===== config.mk =====
export PLATFORM = sky130hd
export DESIGN_NAME = uctl_tx_pkt_asm
export DESIGN_NICKNAME = d
export VERILOG_FILES = /design/src/rtl/uctl_pkg.sv /design/src/rtl/uctl_tx_pkt_asm.sv
export SDC_FILE = /design/constraint.sdc
export NUM_CORES = 1
export LEC_CHECK = 0
export CAP_MARGIN = 10
export CORE_MARGIN = 2
export CORE_UTILIZATION = 40
export DETAILED_ROUTE_END_ITERATION = 12
export GPL_ROUTABILITY_DRIVEN = 1
export PLACE_DENSITY = 0.78
export SLEW_MARGIN = 20
export SYNTH_ARGS = -nofsm -noshare
export SYNTH_HDL_FRONTEND = slang
export SYNTH_SLANG_ARGS = --single-unit

===== constraint.sdc =====
create_clock -name core_clk -period 2.2 [get_ports core_clk]
set_input_delay 0.44 -clock core_clk [delete_from_list [all_inputs] [get_ports core_clk]]
set_output_delay 0.44 -clock core_clk [all_outputs]
set_load 0.03 [all_outputs]

===== src/rtl/uctl_pkg.sv =====
// Shared definitions for the UCTL transmit path: packet-assembler FSM encoding
// and the PID byte-form helper.
package uctl_pkg;

  typedef enum logic [2:0] {
    ST_IDLE,
    ST_PID,
    ST_FETCH,
    ST_DATA,
    ST_CRC_WAIT,
    ST_CRC0,
    ST_CRC1,
    ST_DONE
  } tx_state_e;

  // On the wire a PID is the nibble followed by its complement.
  function automatic logic [7:0] pid_byte(input logic [3:0] pid);
    return {~pid, pid};
  endfunction

endpackage


===== src/rtl/uctl_tx_pkt_asm.sv =====
// USB data-packet assembler: PID, payload bytes pulled from DMA words LSB-first,
// then the two CRC16 bytes, streamed over the UTMI transmit handshake.
module uctl_tx_pkt_asm #(
  parameter int LEN_W = 11
) (
  input  logic             core_clk,
  input  logic             uctl_rst_n,
  input  logic             sw_rst,
  input  logic             tx_start,
  input  logic [3:0]       tx_pid,
  input  logic [LEN_W-1:0] tx_len,
  input  logic [31:0]      dma_data,
  input  logic             dma_dataValid,
  output logic             dma_dataRd,
  output logic [31:0]      crc_Data,
  output logic [3:0]       crc_DataBE,
  output logic             crc_dataValid,
  output logic             crc_lastData,
  input  logic [15:0]      crc_out,
  output logic [7:0]       utmi_txData,
  output logic             utmi_txValid,
  input  logic             utmi_txReady,
  output logic             tx_busy,
  output logic             tx_done
);
  import uctl_pkg::*;

  tx_state_e        state_q, state_d;
  logic [3:0]       pid_q, pid_d;
  logic [LEN_W-1:0] rem_q, rem_d;
  logic [31:0]      shift_q, shift_d;
  logic [2:0]       bcnt_q, bcnt_d;
  logic [15:0]      hold_q, hold_d;
  logic             pend_q, pend_d;

  always_ff @(posedge core_clk or negedge uctl_rst_n) begin
    if (!uctl_rst_n) begin
      state_q <= ST_IDLE;
      pid_q   <= '0;
      rem_q   <= '0;
      shift_q <= '0;
      bcnt_q  <= '0;
      hold_q  <= '0;
      pend_q  <= 1'b0;
    end else if (sw_rst) begin
      state_q <= ST_IDLE;
      pid_q   <= '0;
      rem_q   <= '0;
      shift_q <= '0;
      bcnt_q  <= '0;
      hold_q  <= '0;
      pend_q  <= 1'b0;
    end else begin
      state_q <= state_d;
      pid_q   <= pid_d;
      rem_q   <= rem_d;
      shift_q <= shift_d;
      bcnt_q  <= bcnt_d;
      hold_q  <= hold_d;
      pend_q  <= pend_d;
    end
  end

  always_comb begin
    state_d       = state_q;
    pid_d         = pid_q;
    rem_d         = rem_q;
    shift_d       = shift_q;
    bcnt_d        = bcnt_q;
    hold_d        = hold_q;
    pend_d        = 1'b0;
    dma_dataRd    = 1'b0;
    crc_Data      = '0;
    crc_DataBE    = '0;
    crc_dataValid = 1'b0;
    crc_lastData  = 1'b0;
    utmi_txData   = '0;
    utmi_txValid  = 1'b0;
    tx_done       = 1'b0;

    // crc_out is valid exactly one cycle after the last word; capture it there,
    // independent of how long the payload bytes take to drain.
    if (pend_q) hold_d = crc_out;

    unique case (state_q)
      ST_IDLE: begin
        if (tx_start) begin
          pid_d   = tx_pid;
          rem_d   = tx_len;
          state_d = ST_PID;
        end
      end
      ST_PID: begin
        utmi_txValid = 1'b1;
        utmi_txData  = pid_byte(pid_q);
        if (utmi_txReady) begin
          if (rem_q != '0) begin
            state_d = ST_FETCH;
          end else begin
            hold_d  = 16'h0000;
            state_d = ST_CRC0;
          end
        end
      end
      ST_FETCH: begin
        dma_dataRd = 1'b1;
        if (dma_dataValid) begin
          crc_dataValid = 1'b1;
          crc_Data      = dma_data;
          crc_lastData  = (rem_q <= LEN_W'(4));
          if (rem_q >= LEN_W'(4)) begin
            crc_DataBE = 4'b1111;
            bcnt_d     = 3'd4;
          end else begin
            bcnt_d = rem_q[2:0];
            unique case (rem_q[1:0])
              2'd3:    crc_DataBE = 4'b0111;
              2'd2:    crc_DataBE = 4'b0011;
              default: crc_DataBE = 4'b0001;
            endcase
          end
          shift_d = dma_data;
          pend_d  = crc_lastData;
          state_d = ST_DATA;
        end
      end
      ST_DATA: begin
        utmi_txValid = 1'b1;
        utmi_txData  = shift_q[7:0];
        if (utmi_txReady) begin
          shift_d = {8'h00, shift_q[31:8]};
          rem_d   = rem_q - LEN_W'(1);
          bcnt_d  = bcnt_q - 3'd1;
          if (bcnt_q == 3'd1)
            state_d = (rem_q == LEN_W'(1)) ? ST_CRC_WAIT : ST_FETCH;
        end
      end
      ST_CRC_WAIT: state_d = ST_CRC0;
      ST_CRC0: begin
        utmi_txValid = 1'b1;
        utmi_txData  = hold_q[7:0];
        if (utmi_txReady) state_d = ST_CRC1;
      end
      ST_CRC1: begin
        utmi_txValid = 1'b1;
        utmi_txData  = hold_q[15:8];
        if (utmi_txReady) state_d = ST_DONE;
      end
      ST_DONE: begin
        tx_done = 1'b1;
        state_d = ST_IDLE;
      end
      default: state_d = ST_IDLE;
    endcase
  end

  assign tx_busy = (state_q != ST_IDLE);

endmodule

---- Yosys cells after proc, flatten, opt, wreduce, memory -nomap -nowiden ----
Index checks and enable logic that the tools add are counted.
word-level totals
  flip-flop bits (word level) ............. 70
  latch bits .............................. 0
  RAM bits ................................ 0
  ROM bits ................................ 0
  output and inout bits ................... 50
  memories ................................ 0
operators by class
  add/sub/neg operators ................... 2
  multipliers ............................. 0
  div/mod/pow operators ................... 0
  order comparisons ....................... 2
  equality and inequality tests ........... 18
  shift operators ......................... 0
  muxes and demuxes ....................... 47
  bitwise logic cells ..................... 1
  reduce and logical (&&, ||, !) cells .... 12
operators by type and width
  kind                                                              number
  2-to-1 mux 32 bit                                                 5
  2-to-1 mux 16 bit                                                 5
  case mux 32 bit (2 select lines)                                  1
  2-to-1 mux 3 bit                                                  14
  2-to-1 mux 11 bit                                                 3
  case mux 8 bit (4 select lines)                                   1
  2-to-1 mux 4 bit                                                  6
  case mux 3 bit (8 select lines)                                   1
  case mux 11 bit (2 select lines)                                  1
  inequality test 3 bit (second input constant)                     7
  == test 3 bit (second input constant)                             4
  case mux 3 bit (2 select lines)                                   2
  == test 11 x 1 -> 1 bit (second input constant)                   1
  >= comparator 11 x 3 -> 1 bit (second input constant)             1
  less-or-equal comparator 11 x 3 -> 1 bit (second input constant)  1
  nonzero test 11 bit                                               1
  subtractor 11 x 1 -> 11 bit (second input constant)               1
  nonzero test 3 bit                                                3
  2-to-1 mux 1 bit                                                  8
  AND reduction 7 bit                                               1
  == test 3 x 1 -> 1 bit (second input constant)                    2
  == test 3 x 2 -> 1 bit (second input constant)                    2
  AND reduction 3 bit                                               2
  == test 2 bit (second input constant)                             2
  other kinds (6)                                                   7

---- Logic depth before layout (Yosys ltp) ----
  word-level depth ........................ 6
  mapped depth ............................ 7
  gate-level depth less buffers ........... 6

---- Worst setup path before layout ----
OpenSTA, ideal clock, no wires.
  path kind ............................... flip-flop to output port
  start point ............................. register state_q[0]
  end point ............................... output port crc_DataBE[1]
  data arrival time ....................... 1.998 ns
  data required time ...................... 1.760 ns
  setup slack ............................. -0.238 ns
  cell stages (with the launch flop) ...... 6
  buffers on the path ..................... 2
  cell sequence ........................... dfrtp_1 -> buf_2 -> nand2b_1 -> nor3_1 -> clkbuf_1 -> o31a_1
on the way
  word-level cells in the longest chain between the ends .. 2
ends and longest elaborated chain
  item                      line                   source
  start: declaration        uctl_tx_pkt_asm.sv:28  tx_state_e state_q, state_d;
  start signal: assignment  uctl_tx_pkt_asm.sv:54  state_q <= state_d;
  == test 3 x 2 -> 1 bit    uctl_tx_pkt_asm.sv:85  unique case (state_q)
  2-to-1 mux 4 bit          uctl_tx_pkt_asm.sv:85
  end: declaration          uctl_tx_pkt_asm.sv:16  output logic [3:0] crc_DataBE,
No other way between the ends.

---- Final worst setup path ----
  start point ............................. register rem_q[7]
  end point ............................... output port crc_DataBE[1]
on the way
  word-level cells in the longest chain between the ends .. 4
ends and longest elaborated chain
  item                           line                    source
  start: declaration             uctl_tx_pkt_asm.sv:30   logic [LEN_W-1:0] rem_q, rem_d;
  start signal: assignment       uctl_tx_pkt_asm.sv:56   rem_q <= rem_d;
  >= comparator 11 x 3 -> 1 bit  uctl_tx_pkt_asm.sv:111  if (rem_q >= LEN_W'(4)) begin
  2-to-1 mux 4 bit               uctl_tx_pkt_asm.sv:111
  2-to-1 mux 4 bit               uctl_tx_pkt_asm.sv:107  if (dma_dataValid) begin
  2-to-1 mux 4 bit               uctl_tx_pkt_asm.sv:85
No other way between the ends.

==> reports/metrics.csv <==
metric,value,unit
status,"complete, but fails checks",
violations,negative setup slack,
drive_gt1_frac,0.2949,
slowest_stage,or4_4,
worst-setup-path-type,reg2out,
p_per_area,532.4,mW/mm^2
cts.clk_slew.worst_paths,0.08,ns
clock_latency,0.36,ns
antenna_left,0,
synthCells,467,
drt-pass1-iter-count,5,
grt_pass1_vias,4171,
fin_tns_setup,-1.471,ns
arrival,2.20,ns
min_path_type,in2async,
std_cell_rows,37,
worst-slew-pin-transition,0.5731,ns
ir_drop,0.0003484,V
synth_nets,542,
die_area,0.01132,mm^2
grt_pass1_wl,20410,um
power.leakage,2.797,nW
dieHeight,106.4,um
hpwl,8316,um
ys_ff_latch,70,
yosys_most_used_dff,dfrtp_1,
period_needed,2.640,ns
track_usage,0.2251,
async_flop_share,1.000,
avgRoutedWirePerCell,16.96,um
maxCapViolations,0,
drcViolationCount,0,
skew,0.01201,ns
cp-end-kind,output pin,
drt_iter0_drc,255,
root_buffer,clkbuf_8,
htreeDepth,3,
cp_common_cell,or4_4,
yosysSeqAreaShare,0.4178,
synth_edf_count,0,
start_util,0.4098,
netlist_area,0.004193,mm^2
setup_viol,6,
fin_nets,694,
num_vias,4093,
dp_slack,-0.1170,ns
cts_tree,built,
antenna_cells,0,
grt_antenna_before_repair,0,
path_cells,or4_4 > or4_4 > o31a_1 > buf_12,
rsz0062_at_grt,true,
mostFrequentLayoutCells,"dfrtp_1, clkdlybuf4s50_1, nand2_1, buf_4, buf_6",
grt_remaining_overflow,0,
wl,12890,um
critPathMaxFanout,4,
cpLargestDelayFamily,simple AND/OR/NAND/NOR gates,
ios,119,
relSlewSlack,0.6127,
ctsLongestPathBuffers,2,
layout_setup_ws,-0.4402,ns
coreArea,0.01023,mm^2
critPathRequiredTime,1.76,ns
hold_viol,0,
yosysUniqueCellTypes,52,
numCtsBuffers,9,
min_period_over_period,1.200,
syn_area_per_cell,8.978,um^2
clock-sinks,70,
die_w,106.4,um
areaGrowthSynthToFinish,54.97,%
drv_slew,0,
fin_util,0.6351,
cp-start-kind,flip-flop,
total_power,3.459,mW
critPathMaxStageDelay,0.55,ns
numPortBuffers,118,
viasPerCell,5.386,
grt_max_degree,65,
ys_warn_count,0,
fmax,378.8,MHz
critPathBufInv,1,
holdWs,0.1320,ns
layout_commonest_cell,dfrtp_1,
routabilityCongestion,0.8482,
## report_power, final
part           switching, mW  internal (mW)
Combinational          0.426          0.422
Clock                  0.543          0.647
Sequential            0.0563           1.37
## cell type report
class | count | area, um^2
clock buffers | 10 | 127.6
clock inverters | 6 | 92.59
fillers | 800 | 3734
inverters | 10 | 37.54
multi-input cells | 347 | 2406
flip-flops and latches | 70 | 1754
well taps | 136 | 170.2
repair buffers | 181 | 1909
## cells by family after synthesis
family / share of synthesized area
simple gates: 0.2116
compound gates: 0.1955
flops: 0.4178
buf+inv: 0.04954
mux: 0.1077
fa+ha+maj: 0.01790
## flip-flops by register name (all words and copies together), names as in the netlist
signal / cells
bcnt_q: 3
hold_q: 16
pend_q: 1
pid_q: 4
rem_q: 11
shift_q: 32
state_q: 3
## metal layers
| metal | track usage | part of all wire | wire length, um |
|---|---|---|---|
| met1 | 0.2939 | 0.44 | 5611 |
| met2 | 0.3709 | 0.50 | 6429 |
| met3 | 0.04169 | 0.052 | 670 |
| met4 | 0.08553 | 0.014 | 180 |
| met5 | 0 | 0 | 0 |
## synth_stat cells, types with 2 or more instances
cell | count | area [um^2]
or4_1 | 3 | 22.52
dfrtp_1 | 70 | 1752
a31oi_1 | 2 | 12.51
buf_2 | 10 | 50.05
nor2b_1 | 5 | 31.28
clkbuf_1 | 27 | 101.4
nor2_1 | 30 | 112.6
nand3b_1 | 3 | 22.52
a22o_1 | 8 | 70.07
buf_4 | 2 | 15.01
or3b_2 | 2 | 17.52
ha_1 | 6 | 75.07
o21ai_0 | 34 | 170.2
nand2_1 | 57 | 214.0
nor3_1 | 10 | 50.05
mux2i_1 | 44 | 440.4
nand3_1 | 2 | 10.01
a22oi_1 | 2 | 15.01
and3b_1 | 2 | 17.52
a211o_1 | 2 | 17.52
o32ai_1 | 2 | 17.52
and2_1 | 34 | 212.7
nor4_1 | 4 | 25.02
o22ai_1 | 6 | 37.54
o2bb2ai_1 | 9 | 78.83
o31ai_1 | 26 | 195.2
inv_1 | 10 | 37.54
nand2b_1 | 9 | 56.30
or3_1 | 5 | 31.28
a21oi_1 | 19 | 95.09
## metrics by stage
stage | std cells | instance area, um^2
finish | 760 | 6497
global route | 760 | 6497
CTS | 753 | 6246
detailed placement | 719 | 5647
global placement | 719 | 5647
floorplan | 467 | 4194
## final timing paths
kind                                 endpoint  cells past startpoint        start  slack (ns)
max in group asynchronous          state_q[0]                      2   uctl_rst_n        1.73
worst min register to register    shift_q[27]                      2  shift_q[27]        0.48
min in group core_clk             shift_q[27]                      2  shift_q[27]        0.48
worst max register to register      rem_q[10]                      6   state_q[1]        0.15
worst min-delay path                hold_q[8]                      2   uctl_rst_n        0.13
worst max-delay path            crc_DataBE[1]                      4     rem_q[7]       -0.44
## what timing repair did
item                       CTS  global route
pin swaps                   11            13
resized for setup           69            60
setup buffers               14             8
cloned                       4             2
setup endpoints to repair   43            46
hold buffers                 0             0
Note: power is estimated with default switching activity, not from simulation.
